`config.mk`:
```
export PLATFORM = sky130hd
export DESIGN_NAME = sys_cmd_master
export DESIGN_NICKNAME = d
export VERILOG_FILES = /design/src/rtl/sys_cmd_master.sv
export SDC_FILE = /design/constraint.sdc
export NUM_CORES = 1
export LEC_CHECK = 0
export ABC_AREA = 1
export BUFFER_PORTS_ARGS = -buffer_cell sky130_fd_sc_hd__buf_4
export CAP_MARGIN = 20
export CORE_MARGIN = 2
export CORE_UTILIZATION = 43
export CTS_CLUSTER_DIAMETER = 60
export CTS_CLUSTER_SIZE = 10
export DETAILED_ROUTE_END_ITERATION = 10
export HOLD_SLACK_MARGIN = 0.05
export PLACE_DENSITY = 0.65
export SLEW_MARGIN = 40
export SYNTH_ARGS = -nofsm -noshare
export SYNTH_HDL_FRONTEND = slang
export SYNTH_SLANG_ARGS = --single-unit
```
`constraint.sdc`:
```
create_clock -name CLK -period 1.8 [get_ports CLK]
set_input_delay 0.36 -clock CLK [delete_from_list [all_inputs] [get_ports CLK]]
set_output_delay 0.36 -clock CLK [all_outputs]
set_load 0.005 [all_outputs]
```
`src/rtl/sys_cmd_master.sv`:
```
// ---------------------------------------------------------------------------
// sys_cmd_master
//   Host-side initiator for the UART register/ALU command protocol.
//   It takes one command and sends it as a frame, one byte per tx handshake.
//   It then collects the response bytes from the UART receiver and returns
//   one result word, with error and timeout flags.
//
// Ports
//   CLK, RST        clock, synchronous active-high reset
//   cmd_*           command request (valid/ready) and its fields
//   tx_byte/valid   frame byte towards the UART transmitter
//   tx_ready        transmitter can accept a byte
//   rx_*            response byte strobe from the UART receiver, with its
//                   parity and stop-bit error flags
//   rsp_valid       one-cycle completion pulse
//   rsp_data        result word (RD: {00,byte}; ALU: {byte1,byte0}; WR: 0)
//   rsp_err         a parity or stop error was seen on a response byte
//   rsp_timeout     the response timed out
//   busy            the master is not idle
// ---------------------------------------------------------------------------
module sys_cmd_master #(
    parameter int DATA_WIDTH     = 8,
    parameter int ADDR_WIDTH     = 4,
    parameter int ALU_FUN_WIDTH  = 4,
    parameter int ALU_OUT_WIDTH  = 16,
    parameter int TIMEOUT_CYCLES = 4096
) (
    input  logic                     CLK,
    input  logic                     RST,
    input  logic                     cmd_valid,
    output logic                     cmd_ready,
    input  logic [1:0]               cmd_type,
    input  logic [ADDR_WIDTH-1:0]    cmd_addr,
    input  logic [DATA_WIDTH-1:0]    cmd_wdata,
    input  logic [DATA_WIDTH-1:0]    cmd_op_a,
    input  logic [DATA_WIDTH-1:0]    cmd_op_b,
    input  logic [ALU_FUN_WIDTH-1:0] cmd_alu_fun,
    output logic [DATA_WIDTH-1:0]    tx_byte,
    output logic                     tx_valid,
    input  logic                     tx_ready,
    input  logic [DATA_WIDTH-1:0]    rx_byte,
    input  logic                     rx_valid,
    input  logic                     rx_par_err,
    input  logic                     rx_stp_err,
    output logic                     rsp_valid,
    output logic [ALU_OUT_WIDTH-1:0] rsp_data,
    output logic                     rsp_err,
    output logic                     rsp_timeout,
    output logic                     busy
);

    localparam int TCNT_W = (TIMEOUT_CYCLES > 2) ? $clog2(TIMEOUT_CYCLES) : 1;

    localparam logic [DATA_WIDTH-1:0] HDR_WR  = DATA_WIDTH'(8'hAA);
    localparam logic [DATA_WIDTH-1:0] HDR_RD  = DATA_WIDTH'(8'hBB);
    localparam logic [DATA_WIDTH-1:0] HDR_ALU = DATA_WIDTH'(8'hCC);
    localparam logic [DATA_WIDTH-1:0] HDR_NOP = DATA_WIDTH'(8'hDD);

    typedef enum logic [1:0] {
        S_IDLE     = 2'd0,
        S_SEND     = 2'd1,
        S_WAIT_RSP = 2'd2,
        S_DONE     = 2'd3
    } state_t;

    state_t state, state_nxt;

    logic [DATA_WIDTH-1:0]    frame_q [4];
    logic [DATA_WIDTH-1:0]    frame_d [4];
    logic [2:0]               flen_q, flen_d;
    logic [1:0]               nexp_q, nexp_d;
    logic [1:0]               idx_q;
    logic [1:0]               rcnt_q;
    logic [TCNT_W-1:0]        tcnt_q;
    logic [ALU_OUT_WIDTH-1:0] rsp_data_q;
    logic                     rsp_err_q;
    logic                     rsp_timeout_q;

    logic accept, tx_fire, tx_last, rx_take, rx_last, tmo_hit;

    function automatic logic [DATA_WIDTH-1:0] zext_addr(input logic [ADDR_WIDTH-1:0] a);
        zext_addr = '0;
        zext_addr[ADDR_WIDTH-1:0] = a;
    endfunction

    function automatic logic [DATA_WIDTH-1:0] zext_fun(input logic [ALU_FUN_WIDTH-1:0] f);
        zext_fun = '0;
        zext_fun[ALU_FUN_WIDTH-1:0] = f;
    endfunction

    // Frame image built from the live command fields; latched on acceptance.
    always_comb begin
        frame_d[0] = HDR_WR;
        frame_d[1] = '0;
        frame_d[2] = '0;
        frame_d[3] = '0;
        flen_d     = 3'd3;
        nexp_d     = 2'd0;
        case (cmd_type)
            2'd0: begin
                frame_d[0] = HDR_WR;
                frame_d[1] = zext_addr(cmd_addr);
                frame_d[2] = cmd_wdata;
                flen_d     = 3'd3;
                nexp_d     = 2'd0;
            end
            2'd1: begin
                frame_d[0] = HDR_RD;
                frame_d[1] = zext_addr(cmd_addr);
                flen_d     = 3'd2;
                nexp_d     = 2'd1;
            end
            2'd2: begin
                frame_d[0] = HDR_ALU;
                frame_d[1] = cmd_op_a;
                frame_d[2] = cmd_op_b;
                frame_d[3] = zext_fun(cmd_alu_fun);
                flen_d     = 3'd4;
                nexp_d     = 2'd2;
            end
            default: begin
                frame_d[0] = HDR_NOP;
                frame_d[1] = zext_fun(cmd_alu_fun);
                flen_d     = 3'd2;
                nexp_d     = 2'd2;
            end
        endcase
    end

    // cmd_ready is held low while reset is asserted so every output reads 0
    // during reset; it rises in the first cycle with RST low.
    assign cmd_ready = (state == S_IDLE) && !RST;
    assign accept    = cmd_valid && cmd_ready;
    assign tx_fire   = (state == S_SEND) && tx_ready;
    assign tx_last   = tx_fire && ({1'b0, idx_q} == (flen_q - 3'd1));
    assign rx_take   = (state == S_WAIT_RSP) && rx_valid;
    assign rx_last   = rx_take && ((rcnt_q + 2'd1) == nexp_q);
    // The counter would reach TIMEOUT_CYCLES-1 at this edge; a byte in the
    // same cycle takes priority.
    assign tmo_hit   = (state == S_WAIT_RSP) && !rx_valid
                       && (tcnt_q == TCNT_W'(TIMEOUT_CYCLES - 2));

    always_comb begin
        state_nxt = state;
        case (state)
            S_IDLE:     if (accept) state_nxt = S_SEND;
            S_SEND:     if (tx_last) state_nxt = (nexp_q == 2'd0) ? S_DONE : S_WAIT_RSP;
            S_WAIT_RSP: if (rx_last || tmo_hit) state_nxt = S_DONE;
            default:    state_nxt = S_IDLE;
        endcase
    end

    // Control and result state.
    always_ff @(posedge CLK) begin
        if (RST) begin
            state         <= S_IDLE;
            flen_q        <= 3'd0;
            nexp_q        <= 2'd0;
            idx_q         <= 2'd0;
            rcnt_q        <= 2'd0;
            tcnt_q        <= '0;
            rsp_data_q    <= '0;
            rsp_err_q     <= 1'b0;
            rsp_timeout_q <= 1'b0;
        end else begin
            state <= state_nxt;
            if (accept) begin
                flen_q        <= flen_d;
                nexp_q        <= nexp_d;
                idx_q         <= 2'd0;
                rcnt_q        <= 2'd0;
                tcnt_q        <= '0;
                rsp_data_q    <= '0;
                rsp_err_q     <= 1'b0;
                rsp_timeout_q <= 1'b0;
            end
            if (tx_fire) begin
                idx_q <= idx_q + 2'd1;
            end
            if (tx_last) begin
                tcnt_q <= '0;
            end
            if (rx_take) begin
                rcnt_q <= rcnt_q + 2'd1;
                tcnt_q <= '0;
                if (rcnt_q == 2'd0) begin
                    rsp_data_q[DATA_WIDTH-1:0] <= rx_byte;
                end else begin
                    rsp_data_q[2*DATA_WIDTH-1:DATA_WIDTH] <= rx_byte;
                end
                if (rx_par_err || rx_stp_err) begin
                    rsp_err_q <= 1'b1;
                end
            end else if (state == S_WAIT_RSP) begin
                tcnt_q <= tcnt_q + 1'b1;
            end
            if (tmo_hit) begin
                rsp_timeout_q <= 1'b1;
            end
        end
    end

    // Frame bytes are plain data; they are only observed while in SEND.
    always_ff @(posedge CLK) begin
        if (accept) begin
            for (int i = 0; i < 4; i++) begin
                frame_q[i] <= frame_d[i];
            end
        end
    end

    assign tx_valid    = (state == S_SEND);
    assign tx_byte     = (state == S_SEND) ? frame_q[idx_q] : '0;
    assign rsp_valid   = (state == S_DONE);
    assign rsp_data    = rsp_data_q;
    assign rsp_err     = rsp_err_q;
    assign rsp_timeout = rsp_timeout_q;
    assign busy        = (state != S_IDLE);

endmodule

```
==> results.cfg, run 1 <==
[power_and_ir_drop]
seq_power_share_pct = 40.2
p_per_area_nw_per_um2 = 1063
p_leak_uw = 0.001817
power_frac_comb_pct = 32.9
internal-power_uw = 3002
p_clk_share_pct = 26.9
vdd.ir_drop.worst_mv = 0.4836
p_switching_uw = 1508
finalPower_uw = 4511
swShare_pct = 33.44

[timing]
slew_headroom_pct = 68.41
finalWorstSetupSlack_ps = 18.75
fin_crit_sh_pct = 98.96
worstMarginPinSlew_ps = 473.4
grt_setup_unrepaired = true
setup_tns_ps = 0
setup_viol = 0
period_needed_ps = 1781
slew_viol_final = 0
hold_viol_final = 0
fin_skew_ps = 13.34
timing.fmax_mhz = 561.4

[yosys]
yosys_register_bits = 66
async_reset_ff_share_pct = 0
syn_area_um2 = 3243
synthFlopType = dfxtp_1
yosys_warnings = 0
ys_types = 32
synth_nets = 479
synth-edff-count = 23
ys_seq_area_share_pct = 47.84
synthCells = 422
avgSynthCellArea_um2 = 7.685

[cts]
cts_inserted_buffers = 9
cts_hold_buf = 0
htreeDepth = 3
cts_root_buf = clkbuf_8
clkTransAtPathRegs_ps = 80
cts_sinks = 66
clockBufferDepth = 2
tritoncts = yes
insertion_delay_ps = 350

[job]
cap_violations = 0

[worst_setup_path]
timing.critical_path.buf_inv = 4
crit_path_frequent_cell = buf_4
cp.arrival_ps = 1420
critPathCaptureType = output port
slowest_stage = dfxtp_2
startpoint_type = flop
crit_family = buffers and inverters
cp_cell_sequence = clkinvlp_4 -> buf_6 -> buf_4 -> nand2_1 -> a21oi_1 -> buf_4
crit_fanout = 6
cpPeakStageDelay_ps = 350
path_class = reg2out
worstPathRequired_ps = 1440

[drt]
via_per_inst = 4.966
ant_nets = 0
vias = 3059
routed_wl_um = 8006
drc_errors = 0
first_pass_iters = 4
detail_route.iter0.violations = 139
wl_per_cell_um = 13.00

[floorplan]
die_x_um = 90.85
io-pin-count = 79
dieArea_um2 = 8253
initial_core_util_pct = 44.47
floorplan.rows = 31
core_um2 = 7292
die_y_um = 90.85

[layout]
nets = 569
n_fill_cell = 679
layout.cells.non_filler = 616
antenna_cells = 0
drive_above_1_share_pct = 27.47
finish.instance_area_um2 = 4242
synthToLayoutAreaGrowth_pct = 30.79

[global_routing]
grt.met2_usage_pct = 32.15
use_met1_pct = 25.97
top_usage_layer = met2
globalRouteOverflowTotal = 0
track_usage_pct = 19.78
antenna_found_initial = 0
groute.layer.met3.usage_pct = 3.923
grt_first_pass_wirelength_um = 12990
grt_max_degree = 20
grt_pass1_vias = 2856

[place]
post_dp_cell_area_um2 = 3971
gp_congestion = 0.8271
place_hpwl_um = 5763
numPlacedInstances = 594
port_buffers = 78
pre_cts_slack_ps = 160.9

[status]
outcome = complete, no violations

[hold_path]
hp-class = in2reg
==> placed cells by master (no fill, tap or decap), drive strengths merged, types with 3 or more instances in the layout <==
cell      synthesis  routed
nand2           112     112
buf               7      97
a21oi            48      48
inv              46      45
dfxtp            43      43
nor2             39      39
o21ai            34      34
edfxtp           23      23
nand3            22      22
clkbuf           12      11
ha                8       8
nand4             7       7
a211oi            6       6
o311ai            4       4
clkinvlp          0       3
clkinv            0       3
==> logic make-up (layout without fill, tap and decap cells) <==
family	after synthesis	in the layout	share of synthesized area [%]
flops	66	66	47.84
buf+inv	65	160	7.986
compound gates	98	98	16.71
simple gates	185	185	24.38
fa+ha+maj	8	8	3.087
==> flip-flops by register name, summed over array words and instances (netlist names), named ones only <==
signal	count
nexp_q	2
rsp_data	16
rsp_timeout	1
rcnt_q	2
state	2
rsp_err	1
frame_q	23
tcnt_q	12
flen_q	3
idx_q	2
==> layout make-up <==
class	instances	area [um2]	area share (%)
Timing Repair Buffer	97	739.5	17.43
Timing Repair inverter	1	7.507	0.1770
Clock inverter	5	55.05	1.298
Tap cell	99	123.9	2.920
Multi-Input combinational cell	291	1445	34.07
Inverter	46	180.2	4.248
Clock buffer	11	131.4	3.097
Sequential cell	66	1559	36.76
==> power by group through the flow <==
| stage | Sequential, uW | Clock [uW] | Combinational [uW] |
|---|---|---|---|
| floorplan | 1820 | 0 | 859 |
| global placement | 1820 | 0 | 1420 |
| detailed placement | 1830 | 0 | 1440 |
| CTS | 1810 | 1230 | 1470 |
| global route | 1830 | 1290 | 1670 |
| finish | 1820 | 1210 | 1480 |
==> synth_stat cells (all sizes together), types with 7 or more instances <==
| cell type | count | area (um2) |
|---|---|---|
| nand4 | 7 | 43.79 |
| a21oi | 48 | 244.0 |
| edfxtp | 23 | 690.7 |
| inv | 46 | 172.7 |
| clkbuf | 12 | 45.04 |
| nor2 | 39 | 163.9 |
| buf | 7 | 41.29 |
| o21ai | 34 | 173.9 |
| ha | 8 | 100.1 |
| dfxtp | 43 | 860.8 |
| nand2 | 112 | 437.9 |
| nand3 | 22 | 115.1 |
==> final timing paths <==
path,slack [ps],endpoint,startpoint,depth (start not counted)
worst min-delay path,220,frame_q[0][4],cmd_type[0],1
worst max-delay path,20,tx_byte[6],flop,6
worst min register to register,470,rsp_data[4],rsp_data[4],2
worst max register to register,190,state[0],state[0],12
==> through the flow <==
step                utilization [%]  hold WS [ps]
finish                        58.17         219.1
floorplan                         -         444.5
CTS                           57.40         211.9
detailed placement            54.46         456.5
global placement              54.46         449.1
global route                  58.17         216.4
==> metal layers <==
layer | vias to the layer above | part of all wire [%] | wire length (um)
met5 | - | 0 | 0
met4 | 0 | 1.0 | 83
met3 | 8 | 5.4 | 430
met2 | 81 | 46 | 3673
met1 | 1391 | 48 | 3818
li1 | 1579 | - | -
==> repair_timing <==
item | in CTS | in global routing
setup buffers | 0 | 5
cloned | 1 | 0
resized for setup | 6 | 12
endpoints found under the setup margin | 8 | 18
hold endpoints to repair | 0 | 0
pin swaps | 0 | 2
Power figures use the tool's default switching activity.
==> inputs of run 2 (changes only) <==
clock period = 2.1 ns   (was 1.8 ns; I/O delays follow)
==> run 2 against run 1 <==
First-iteration DRC count is 0.72% lower. Register-to-register slack better by 150 ps. Non-clock buffer count is 8 lower. Hold slack better by 54 ps. Largest power group unchanged. Sequential share of layout area is 0.56 points higher. Design area is 1.9% lower. Worst setup slack better by 150 ps. Critical endpoint is now tx_byte[1]. Combinational power is 20% lower. Power is 15% lower. Critical path depth stayed put. Core utilization is 1.1 points lower. Clock skew is 6.8 ps lower.
==> results.cfg, run 2 (synthesized netlist as in run 1, its figures left out) <==
[status]
outcome = complete, no violations

[global_routing]
grt.met2_usage_pct = 33.52
use_met1_pct = 25.84
antenna_found_initial = 0
top_usage_layer = met2
grt_pass1_vias = 2928
groute.layer.met3.usage_pct = 4.508
globalRouteOverflowTotal = 0
track_usage_pct = 20.12
grt_first_pass_wirelength_um = 13340
grt_max_degree = 27

[drt]
via_per_inst = 5.015
vias = 3044
detail_route.iter0.violations = 138
ant_nets = 0
wl_per_cell_um = 13.08
drc_errors = 0
routed_wl_um = 7940
first_pass_iters = 4

[timing]
timing.fmax_mhz = 517.6
setup_tns_ps = 0
period_needed_ps = 1932
worstMarginPinSlew_ps = 508.1
slew_headroom_pct = 66.12
slew_viol_final = 0
hold_viol_final = 0
fin_skew_ps = 6.507
grt_setup_unrepaired = false
setup_viol = 0
fin_crit_sh_pct = 91.99

[place]
post_dp_cell_area_um2 = 3926
port_buffers = 78
place_hpwl_um = 5792
gp_congestion = 0.7981

[worst_setup_path]
critPathCaptureType = output port
r2r-end = rsp_data[0]
slowest_stage = dfxtp_1
crit_end = tx_byte[1]
crit_family = buffers and inverters
cpPeakStageDelay_ps = 310
worstPathRequired_ps = 1680
r2r_cells = 7
crit_fanout = 13
cp.arrival_ps = 1510
path_class = reg2out
rrSetupSlack_ps = 340
cp_cell_sequence = inv_1 -> nand2_1 -> nand2_1 -> nand2_1 -> a21oi_1 -> buf_4
startpoint_type = flop
reg2reg_from = state[0]
timing.critical_path.buf_inv = 2
crit_path_frequent_cell = nand2_1
crit_cells = 6

[power_and_ir_drop]
internal-power_uw = 2572
swShare_pct = 32.95
p_leak_uw = 0.001778
vdd.ir_drop.worst_mv = 0.4933
p_per_area_nw_per_um2 = 921.8
p_switching_uw = 1264
power_frac_comb_pct = 31.0
p_clk_share_pct = 28.8
seq_power_share_pct = 40.2

[layout]
nets = 560
max_flop_register = frame_q
n_fill_cell = 734
finish.instance_area_um2 = 4161
drive_above_1_share_pct = 25.20
final_common_cell = nand2_1
final_cell_mix = nand2_1 (107), buf_4 (89), a21oi_1 (47)
antenna_cells = 0
seq_area_um2 = 1553
largest_register_ffs = 23
synthToLayoutAreaGrowth_pct = 28.32
multiInputGateArea_um2 = 1435

[cts]
htreeDepth = 3
clkTransAtPathRegs_ps = 70
cts_sinks = 66
clockBufferDepth = 2
cts_inserted_buffers = 9
cts_hold_buf = 0
cts_root_buf = clkbuf_8
tritoncts = yes
insertion_delay_ps = 340

[floorplan]
die_y_um = 90.85
die_x_um = 90.85
io-pin-count = 79
floorplan.rows = 31
core_um2 = 7292
dieArea_um2 = 8253
initial_core_util_pct = 44.47

[hold_path]
hp-class = in2reg

[job]
cap_violations = 0
run 2: worst min path at each step:
stage            startpoint             to  depth (start not counted)
2_1_floorplan     nexp_q[1]      nexp_q[1]                          2
3_3_place_gp   rsp_data[13]   rsp_data[13]                          2
3_5_place_dp    rsp_data[3]    rsp_data[3]                          2
4_1_cts         cmd_type[1]  frame_q[0][2]                          1
5_1_grt         cmd_type[1]  frame_q[0][2]                          1
6_report        cmd_type[1]  frame_q[0][2]                          1
run 2: final cells by class:
| type | instances | share of cell area [%] |
|---|---|---|
| clock buffers | 11 | 3.668 |
| clock inverters | 5 | 1.263 |
| inverters | 46 | 4.239 |
| multi-input cells | 291 | 34.49 |
| flip-flops and latches | 66 | 37.31 |
| well taps | 99 | 2.977 |
| repair buffers | 89 | 16.06 |
run 2: worst register-to-register path: cells and delay by family, from the launching register on:
family                   cells  cell delay (ps)
AND/OR/NAND/NOR              2              420
buffers and inverters        2              230
flip-flops                   1              340
adder cells (fa/ha/maj)      1              310
AO/OA/AOI/OAI                2              320
run 2: per-layer routing:
| metal | share of wire, % | vias up |
|---|---|---|
| met5 | 0 | - |
| met1 | 46 | 1411 |
| met3 | 4.8 | 9 |
| met4 | 1.4 | 0 |
| li1 | - | 1558 |
| met2 | 48 | 66 |
run 2: per-stage QoR:
stage	util (%)	power (uW)	worst slack [ps]	std cells	hold slack, ps
2_1_floorplan	-	2293	402.7	422	444.5
3_3_place_gp	53.84	2737	360.1	588	456.8
3_5_place_dp	53.84	2757	348.1	588	458.2
4_1_cts	56.66	3854	61.50	604	265.3
5_1_grt	57.07	4089	34.67	607	262.2
6_report	57.07	3836	168.2	607	273.2
run 2: power groups by stage:
stage | Clock, uW | Combinational [uW] | Sequential [uW]
4_1_cts | 1120 | 1190 | 1540
5_1_grt | 1190 | 1350 | 1560
3_5_place_dp | 0 | 1190 | 1570
3_3_place_gp | 0 | 1170 | 1570
6_report | 1100 | 1190 | 1540
2_1_floorplan | 0 | 736 | 1560
run 2: repair_timing:
item	in CTS	in global routing
buffers inserted	0	3
setup endpoints to repair	0	6
gates resized for setup	0	3
